--- src/rtl/mem_arbiter_if.sv ---
// Bundle of the requester handshakes and the shared memory bus around mem_arbiter.
// The master modport is the arbiter side (drives the memory bus and acknowledges); slave is its environment.
interface mem_arbiter_if;
  logic        REQ0;
  logic        REQ1;
  logic        WE0;
  logic        WE1;
  logic [15:0] ADDR0;
  logic [15:0] ADDR1;
  logic [7:0]  WDATA0;
  logic [7:0]  WDATA1;
  logic        ACK0;
  logic        ACK1;
  logic [7:0]  RDATA0;
  logic [7:0]  RDATA1;
  logic [1:0]  GNT;
  logic        BUSY;
  logic [15:0] MEM_ADDR;
  logic [7:0]  MEM_WDATA;
  logic [7:0]  MEM_RDATA;
  logic        MEM_OE_bar;
  logic        MEM_WE_bar;

  modport master (
    input  REQ0, REQ1, WE0, WE1, ADDR0, ADDR1, WDATA0, WDATA1, MEM_RDATA,
    output ACK0, ACK1, RDATA0, RDATA1, GNT, BUSY, MEM_ADDR, MEM_WDATA, MEM_OE_bar, MEM_WE_bar
  );

  modport slave (
    output REQ0, REQ1, WE0, WE1, ADDR0, ADDR1, WDATA0, WDATA1, MEM_RDATA,
    input  ACK0, ACK1, RDATA0, RDATA1, GNT, BUSY, MEM_ADDR, MEM_WDATA, MEM_OE_bar, MEM_WE_bar
  );
endinterface

--- src/rtl/mem_arbiter.sv ---
// Two-port round-robin arbiter and access sequencer for the 8-bit/16-bit memory bus.
// Every output is a register; the strobe is only ever low while the FSM sits in ACCESS.
module mem_arbiter #(
  parameter int unsigned WAIT_CYCLES = 2
) (
  input logic           CLK,
  input logic           RST_bar,
  mem_arbiter_if.master bus
);

  typedef enum logic [1:0] {
    ST_IDLE   = 2'd0,
    ST_SETUP  = 2'd1,
    ST_ACCESS = 2'd2,
    ST_DONE   = 2'd3
  } state_t;

  localparam logic [3:0] CNT_LOAD = 4'(WAIT_CYCLES - 32'd1);

  state_t      state_r, state_s;
  logic [1:0]  gnt_r, gnt_s;
  logic        last_r, last_s;
  logic        we_r, we_s;
  logic [3:0]  cnt_r, cnt_s;
  logic        ack0_r, ack0_s;
  logic        ack1_r, ack1_s;
  logic [7:0]  rdata0_r, rdata0_s;
  logic [7:0]  rdata1_r, rdata1_s;
  logic [15:0] addr_r, addr_s;
  logic [7:0]  wdata_r, wdata_s;
  logic        oe_bar_r, oe_bar_s;
  logic        we_bar_r, we_bar_s;
  logic        busy_r, busy_s;
  logic        win_s;

  // State register
  always_ff @(posedge CLK or negedge RST_bar) begin
    if (!RST_bar) begin
      state_r <= ST_IDLE;
    end else begin
      state_r <= state_s;
    end
  end

  // Next-state and next-output decode; last_r = 1 after reset so port 0 wins the first tie
  always_comb begin
    state_s  = state_r;
    gnt_s    = gnt_r;
    last_s   = last_r;
    we_s     = we_r;
    cnt_s    = cnt_r;
    ack0_s   = 1'b0;
    ack1_s   = 1'b0;
    rdata0_s = rdata0_r;
    rdata1_s = rdata1_r;
    addr_s   = addr_r;
    wdata_s  = wdata_r;
    oe_bar_s = 1'b1;
    we_bar_s = 1'b1;
    win_s    = 1'b0;

    case (state_r)
      ST_IDLE: begin
        if (bus.REQ0 && bus.REQ1) begin
          win_s = ~last_r;
        end else if (bus.REQ1) begin
          win_s = 1'b1;
        end else begin
          win_s = 1'b0;
        end
        if (bus.REQ0 || bus.REQ1) begin
          state_s = ST_SETUP;
          gnt_s   = win_s ? 2'b10 : 2'b01;
          we_s    = win_s ? bus.WE1 : bus.WE0;
          addr_s  = win_s ? bus.ADDR1 : bus.ADDR0;
          wdata_s = win_s ? bus.WDATA1 : bus.WDATA0;
        end else begin
          state_s = ST_IDLE;
        end
      end
      ST_SETUP: begin
        state_s  = ST_ACCESS;
        cnt_s    = CNT_LOAD;
        oe_bar_s = we_r;
        we_bar_s = ~we_r;
      end
      ST_ACCESS: begin
        if (cnt_r == 4'd0) begin
          state_s = ST_DONE;
          ack0_s  = gnt_r[0];
          ack1_s  = gnt_r[1];
          if (!we_r && gnt_r[1]) begin
            rdata1_s = bus.MEM_RDATA;
          end else if (!we_r) begin
            rdata0_s = bus.MEM_RDATA;
          end else begin
            rdata0_s = rdata0_r;
          end
        end else begin
          state_s  = ST_ACCESS;
          cnt_s    = cnt_r - 4'd1;
          oe_bar_s = we_r;
          we_bar_s = ~we_r;
        end
      end
      ST_DONE: begin
        state_s = ST_IDLE;
        gnt_s   = 2'b00;
        last_s  = gnt_r[1];
      end
      default: begin
        state_s = ST_IDLE;
        gnt_s   = 2'b00;
      end
    endcase

    busy_s = (state_s != ST_IDLE);
  end

  // Output and datapath registers; reset drops strobes and grant immediately
  always_ff @(posedge CLK or negedge RST_bar) begin
    if (!RST_bar) begin
      gnt_r    <= 2'b00;
      last_r   <= 1'b1;
      we_r     <= 1'b0;
      cnt_r    <= 4'd0;
      ack0_r   <= 1'b0;
      ack1_r   <= 1'b0;
      rdata0_r <= 8'h00;
      rdata1_r <= 8'h00;
      addr_r   <= 16'h0000;
      wdata_r  <= 8'h00;
      oe_bar_r <= 1'b1;
      we_bar_r <= 1'b1;
      busy_r   <= 1'b0;
    end else begin
      gnt_r    <= gnt_s;
      last_r   <= last_s;
      we_r     <= we_s;
      cnt_r    <= cnt_s;
      ack0_r   <= ack0_s;
      ack1_r   <= ack1_s;
      rdata0_r <= rdata0_s;
      rdata1_r <= rdata1_s;
      addr_r   <= addr_s;
      wdata_r  <= wdata_s;
      oe_bar_r <= oe_bar_s;
      we_bar_r <= we_bar_s;
      busy_r   <= busy_s;
    end
  end

  assign bus.GNT        = gnt_r;
  assign bus.BUSY       = busy_r;
  assign bus.ACK0       = ack0_r;
  assign bus.ACK1       = ack1_r;
  assign bus.RDATA0     = rdata0_r;
  assign bus.RDATA1     = rdata1_r;
  assign bus.MEM_ADDR   = addr_r;
  assign bus.MEM_WDATA  = wdata_r;
  assign bus.MEM_OE_bar = oe_bar_r;
  assign bus.MEM_WE_bar = we_bar_r;

endmodule

--- src/flat_wrapper.sv ---
// flat-port wrapper written by rule: the top's interface ports become plain ports
module mem_arbiter_flat 
#(
  parameter int unsigned WAIT_CYCLES = 2
)
  (CLK, RST_bar, bus_REQ0, bus_REQ1, bus_WE0, bus_WE1, bus_ADDR0, bus_ADDR1, bus_WDATA0, bus_WDATA1, bus_MEM_RDATA, bus_ACK0, bus_ACK1, bus_RDATA0, bus_RDATA1, bus_GNT, bus_BUSY, bus_MEM_ADDR, bus_MEM_WDATA, bus_MEM_OE_bar, bus_MEM_WE_bar);
  mem_arbiter_if bus_i ();
  input logic CLK;
  input logic RST_bar;
  input wire logic [$bits(bus_i.REQ0)-1:0] bus_REQ0;
  input wire logic [$bits(bus_i.REQ1)-1:0] bus_REQ1;
  input wire logic [$bits(bus_i.WE0)-1:0] bus_WE0;
  input wire logic [$bits(bus_i.WE1)-1:0] bus_WE1;
  input wire logic [$bits(bus_i.ADDR0)-1:0] bus_ADDR0;
  input wire logic [$bits(bus_i.ADDR1)-1:0] bus_ADDR1;
  input wire logic [$bits(bus_i.WDATA0)-1:0] bus_WDATA0;
  input wire logic [$bits(bus_i.WDATA1)-1:0] bus_WDATA1;
  input wire logic [$bits(bus_i.MEM_RDATA)-1:0] bus_MEM_RDATA;
  output wire logic [$bits(bus_i.ACK0)-1:0] bus_ACK0;
  output wire logic [$bits(bus_i.ACK1)-1:0] bus_ACK1;
  output wire logic [$bits(bus_i.RDATA0)-1:0] bus_RDATA0;
  output wire logic [$bits(bus_i.RDATA1)-1:0] bus_RDATA1;
  output wire logic [$bits(bus_i.GNT)-1:0] bus_GNT;
  output wire logic [$bits(bus_i.BUSY)-1:0] bus_BUSY;
  output wire logic [$bits(bus_i.MEM_ADDR)-1:0] bus_MEM_ADDR;
  output wire logic [$bits(bus_i.MEM_WDATA)-1:0] bus_MEM_WDATA;
  output wire logic [$bits(bus_i.MEM_OE_bar)-1:0] bus_MEM_OE_bar;
  output wire logic [$bits(bus_i.MEM_WE_bar)-1:0] bus_MEM_WE_bar;
  assign bus_i.REQ0 = bus_REQ0;
  assign bus_i.REQ1 = bus_REQ1;
  assign bus_i.WE0 = bus_WE0;
  assign bus_i.WE1 = bus_WE1;
  assign bus_i.ADDR0 = bus_ADDR0;
  assign bus_i.ADDR1 = bus_ADDR1;
  assign bus_i.WDATA0 = bus_WDATA0;
  assign bus_i.WDATA1 = bus_WDATA1;
  assign bus_i.MEM_RDATA = bus_MEM_RDATA;
  assign bus_ACK0 = bus_i.ACK0;
  assign bus_ACK1 = bus_i.ACK1;
  assign bus_RDATA0 = bus_i.RDATA0;
  assign bus_RDATA1 = bus_i.RDATA1;
  assign bus_GNT = bus_i.GNT;
  assign bus_BUSY = bus_i.BUSY;
  assign bus_MEM_ADDR = bus_i.MEM_ADDR;
  assign bus_MEM_WDATA = bus_i.MEM_WDATA;
  assign bus_MEM_OE_bar = bus_i.MEM_OE_bar;
  assign bus_MEM_WE_bar = bus_i.MEM_WE_bar;
  mem_arbiter #(.WAIT_CYCLES(WAIT_CYCLES)) u_core (.CLK(CLK), .RST_bar(RST_bar), .bus(bus_i));
endmodule
--- config.mk ---
export PLATFORM = sky130hd
export DESIGN_NAME = mem_arbiter_flat
export DESIGN_NICKNAME = d
export VERILOG_FILES = /design/src/rtl/mem_arbiter_if.sv /design/src/rtl/mem_arbiter.sv /design/src/flat_wrapper.sv
export SDC_FILE = /design/constraint.sdc
export NUM_CORES = 1
export LEC_CHECK = 0
export BUFFER_PORTS_ARGS = -buffer_cell sky130_fd_sc_hd__buf_2
export CAP_MARGIN = 20
export CORE_MARGIN = 4
export CORE_UTILIZATION = 50
export CTS_CLUSTER_DIAMETER = 200
export DETAILED_ROUTE_END_ITERATION = 8
export PLACE_DENSITY = 0.88
export SLEW_MARGIN = 20
export SYNTH_ARGS = -nofsm -noshare
export SYNTH_HDL_FRONTEND = slang
export SYNTH_SLANG_ARGS = --single-unit
--- constraint.sdc ---
create_clock -name CLK -period 3.5 [get_ports CLK]
set_input_delay 0.175 -clock CLK [delete_from_list [all_inputs] [get_ports CLK]]
set_output_delay 0.175 -clock CLK [all_outputs]
set_load 0.05 [all_outputs]
Word level (Yosys, flattened, before mapping)
Index checks and enable logic that the tools add are counted.

storage, ports and cells
  bits in writable memories = 0
  bits in read-only memories = 0
  memories = 0
  register bits = 55
  latch bits = 0
  logic and storage cells = 59
  output and inout bits = 47

cells by class
  equality and inequality tests = 5
  magnitude comparators = 0
  shifts and indexed selects = 0
  divide/modulo/power cells = 0
  muxes and demuxes = 22
  $mul = 0
  reductions and logical operators = 14
  add/subtract/negate cells = 1
  bitwise operators = 3

operators with widths
  cell                                                   count
  two-way mux 16 bit                                     1
  two-way mux 1 bit                                      12
  two-way mux 8 bit                                      1
  case mux 2 bit (4 select lines)                        1
  case mux 4 bit (2 select lines)                        1
  AND reduction 2 bit                                    3
  nonzero test 2 bit                                     3
  equality test 2 bit, second input constant             2
  logical NOT 4 bit                                      1
  two-way mux 2 bit                                      2
  two-way mux 4 bit                                      1
  case mux 1 bit (2 select lines)                        2
  case mux 2 bit (2 select lines)                        1
  AND reduction 4 bit                                    1
  subtractor 4 x 1 -> 4 bit, second input constant       1
  inverter 1 bit                                         3
  AND reduction 3 bit                                    1
  equality test 2 x 1 -> 1 bit, second input constant    1
  logical AND 1 bit                                      2
  logical NOT 2 bit                                      1
  inequality test 2 x 1 -> 1 bit, second input constant  1
  inequality test 2 bit, second input constant           1
  logical NOT 1 bit                                      1
  logical OR 1 bit                                       1

Longest topological paths before layout
  depth in word-level cells = 6
  depth in mapped cells = 7

Worst setup path before layout
Ideal clock, no wire load.

  path kind = reg2reg
  from = register u_core.state_r[0]
  to = register u_core.rdata0_r[0] (netlist: u_core.bus.RDATA0[0])
  data required time = 3.375 ns
  arrival = 1.646 ns
  path slack = 1.729 ns
  cell stages (with the launch flop) = 8
  setup time = 0.125 ns
  path through = dfrtp_1 inv_1 ha_1 buf_4 nand4bb_4 or3_1 buf_6 mux2_4

on the way
  cells in the longest elaborated chain, start to end = 2

RTL lines
  element                        line                RTL
  start, declared                mem_arbiter.sv:20   state_t state_r, state_s;
  start signal, assigned         mem_arbiter.sv:41   state_r <= state_s;
  equality test 2 bit            mem_arbiter.sv:62   case (state_r)
  AND reduction 4 bit (no line)  -
  end signal, assigned           mem_arbiter.sv:143  rdata0_r <= rdata0_s;
  end, declared                  mem_arbiter.sv:27   logic [7:0] rdata0_r, rdata0_s;

Every way passes these cells.
A chain may end at the register's enable or synchronous reset.

Worst setup path after layout
  from = register u_core.state_r[0]
  to = register u_core.rdata0_r[2] (netlist: u_core.bus.RDATA0[2])

Same word-level chain as after synthesis.

==> summary.md <==
Yosys mapped a number of flops with a built-in enable equal to 0. The net count of the finished layout is 359, and the number of rows in the core area is 24. The largest net degree at the start of global routing was 41.

The minimum clock period is 2.12 ns, and the maximum frequency from static timing analysis is 472 MHz. The peak fanout along the critical path came out at 9. In this run the biggest area consumer among cell types represents 54.1% of the synthesized area. In this run, CTS created clock tree buffers numbering 5. The number of cells in the finished layout apart from fillers was 344; the DRC violation count after routing was 0. The proportion of layout cells with a drive suffix above 1 came out at 48.6%.

The run gives 0 as the max-slew violation count. For this configuration, the core starts out at a cell density of 53.4%. The area of the core was 0.00450 sq mm; the initial antenna violation count was 0. The quantity of I/O buffers inserted on ports works out to 108.

The tools report the H-tree level count as 2. The via-per-instance ratio came out at 5.40. The commonest cells after synthesis are 52 x dfrtp_1, 25 x a221o_1, 21 x and2_1. The fraction of registers with async set/reset is 100%, and the die height is 77.4 um. TritonCTS built the clock tree. The logic depth of the worst register-to-register path works out to 5.

The setup path with the least slack is of type reg2reg. In this run the remaining antenna-violating nets after routing total 0. Relative to the synthesized area, the layout overhead comes to 29.6%.

The startpoint identified for the worst hold timing path is bus_WDATA0[6]. The startpoint identified for the worst register-to-register timing path is u_core.state_r[0]$_DFF_PN0_. The number of warning messages in the yosys log was 0. The run finished with clean final reports.

For the number of setup violations in the final report, the log shows 0. In the post-synthesis netlist, the biggest area contributors are dfrtp_1 54%, a221o_1 10%, and2_1 5.5%. The later pin in the worst-skew pair is clocked with a latency of 0.30 ns.

The total overflow left after global routing is 0. The clock root buffer was clkbuf_8. The number of buffers between clock root and the deepest sink was 2; the worst path required time was 3.69 ns. For this design the ratio of total power to cell area is 1150 mW/mm^2. For this design the top-level I/O count stands at 109. The diode insertion count for antenna repair was 0.

In this run the tightest slew margin relative to its limit is 43.6%. Across the routed clock network, the largest skew measured is 0.00944 ns. Summed over all instances, the cell type with the most area after synthesis is dfrtp_1.

The most frequent cell after synthesis is dfrtp_1. The mapped netlist covers 0.00241 sq mm. Global routing consumed, over all layers together, 19.1% of the routing resources.

The tools report the half-perimeter wire length of the detailed placement result as 4.31 mm. Synthesis instantiated 30 different standard cells from the library. The startpoint of the most critical setup path is u_core.state_r[0]$_DFF_PN0_. IR analysis of the VDD net gives a maximum drop of 0.779 mV. The overall die area was 0.00599 sq mm; the first-pass GRT wire length was 9.14 mm. The flop-to-flop setup slack was 1.38 ns. The clock net in this run drives a total of 55 sinks. The die is 77.4 um wide.

The run gives 4 as the number of optimization iterations in the first detailed-route pass. Setup repair after global routing left no endpoint under its margin. The worst register-to-register path ends at u_core.bus.RDATA0[2]$_DFFE_PN0P_.

The tools report the via count of the first global-routing pass as 1,859. After detailed routing, the average wire length per cell comes to 16.5 um. Actual transition at the worst max-transition pin: 0.846 ns.

The arrival time at the worst endpoint came out at 2.31 ns. For the instance count of the mapped netlist, the log shows 182. STA classifies the critical path endpoint as a register.

The post-cts gate resize count is 0. The end point of the critical path was u_core.bus.RDATA0[2]$_DFFE_PN0P_. At the end of routability-driven placement, the weighted congestion stood at 0.839. Sequential elements use 57.3% of the synthesized area. Clock-pin slew was measured on the worst setup and hold paths at 0.10 ns. STA classifies the critical path startpoint as a register. The placed instance count was 335; the flip-flop and latch count after synthesis was 55. The count of maximum capacitance violations was 0.

Counting every net in the synthesized netlist gives 250. The part of the cycle the worst path needs was 60.6%; the total via count after detailed routing was 1,859. The tools report the initial detailed-routing violation count as 74. Hold is met by 0.0859 ns. Setup total negative slack on the finished layout was measured at 0 ns. The cell count of the worst hold path came out at 2. The average cell area after synthesis was 13.2 sq um.

The standby leakage power was 0.00158 uW. The path type of the worst min-delay path was in2reg. In the synthesized netlist the dominant register cell turns out to be dfrtp_1. The run gives 0 as the final count of hold timing violations. The final layout contains routed wiring with a total length of 5.69 mm.
==> critical path: stages, from the launching register on <==
cell and delay (ns):
dfrtp_1 0.41, inv_1 0.12, ha_1 0.37, nand4bb_4 0.17
or3_1 0.56, mux2_4 0.38
==> worst min path at each step <==
stage                     slack [ns]                             endpoint
final                           0.09  u_core.bus.MEM_WDATA[6]$_DFFE_PN0P_
after global routing            0.08  u_core.bus.MEM_WDATA[6]$_DFFE_PN0P_
after CTS                       0.08  u_core.bus.MEM_WDATA[6]$_DFFE_PN0P_
after detailed placement        0.34            u_core.bus.BUSY$_DFF_PN0_
after global placement          0.33            u_core.bus.BUSY$_DFF_PN0_
after floorplan                -0.12            u_core.bus.ACK0$_DFF_PN0_
==> state kept, by name (all words and copies together) (netlist names), 2 cells and up <==
| register | cells |
|---|---|
| u_core.bus.RDATA0 | 8 |
| u_core.bus.MEM_ADDR | 16 |
| u_core.bus.MEM_WDATA | 8 |
| u_core.cnt_r | 4 |
| u_core.state_r | 2 |
| u_core.bus.RDATA1 | 8 |
| u_core.bus.GNT | 2 |
==> power by group <==
group          total (uW)  internal [uW]  switching (uW)  leakage, uW
registers            1120            947             176     0.000667
clock network         415            216             199    0.0000558
logic                2050            645            1410     0.000861
total                3590           1810            1780      0.00158
==> cell families after synthesis <==
logic type / synth area share [%]
flops: 57.3
simple gates: 13.5
compound gates: 14.7
fa+ha+maj: 3.12
buf+inv: 2.65
mux: 8.73
==> layout by cell type, fill, tap and decap left out <==
| master | count |
|---|---|
| a21o_1 | 1 |
| a21oi_4 | 2 |
| a221o_1 | 25 |
| a2bb2oi_1 | 2 |
| and2_0 | 8 |
| and2_1 | 21 |
| and4bb_2 | 1 |
| buf_2 | 108 |
| buf_4 | 2 |
| bufinv_16 | 1 |
| clkbuf_1 | 1 |
| clkbuf_8 | 5 |
| dfrtp_1 | 52 |
| dfstp_2 | 3 |
| dlygate4sd3_1 | 1 |
| ha_1 | 6 |
| inv_1 | 5 |
| inv_6 | 1 |
| mux2_2 | 8 |
| mux2_4 | 8 |
| nand2_1 | 6 |
| nand2b_1 | 1 |
| nand3_1 | 3 |
| nand3b_1 | 1 |
| nand3b_2 | 1 |
| nand4b_1 | 1 |
| nand4bb_4 | 1 |
| nor2_1 | 1 |
| nor2b_1 | 1 |
| nor3_1 | 2 |
| o211ai_1 | 2 |
| o21ai_0 | 8 |
| o21ai_1 | 1 |
| or2_2 | 1 |
| or3_1 | 1 |
==> what timing repair did <==
item | 4_1_cts | 5_1_grt
hold endpoints to repair | 11 | 0
hold buffers | 1 | 0
buffers inserted | 0 | 0
==> final cells by class <==
type,instances,area (sq um)
fill,342,1390
timing repair buffer,111,566
multi-input combinational,113,978
tap,52,65.1
clock buffer,6,72.6
sequential,55,1380
inverter,5,18.8
clock inverter,2,38.8
==> per-layer routing <==
layer  wire [um]  global-route usage (%)
met1        2430                    25.5
met2        2760                    31.7
met3         416                    3.94
met4          80                    5.87
met5           0                       0
==> metrics by stage <==
step	util (%)	total power, uW	setup slack [ns]	instance area, sq um
6_report	69.3	3590	1.38	3120
5_1_grt	69.3	3790	1.22	3120
4_1_cts	68.9	3610	1.38	3100
3_5_place_dp	66.2	3180	1.39	2980
3_3_place_gp	66.2	3120	1.51	2980
2_1_floorplan	-	2700	1.73	2410
Power figures use the tool's default switching activity.
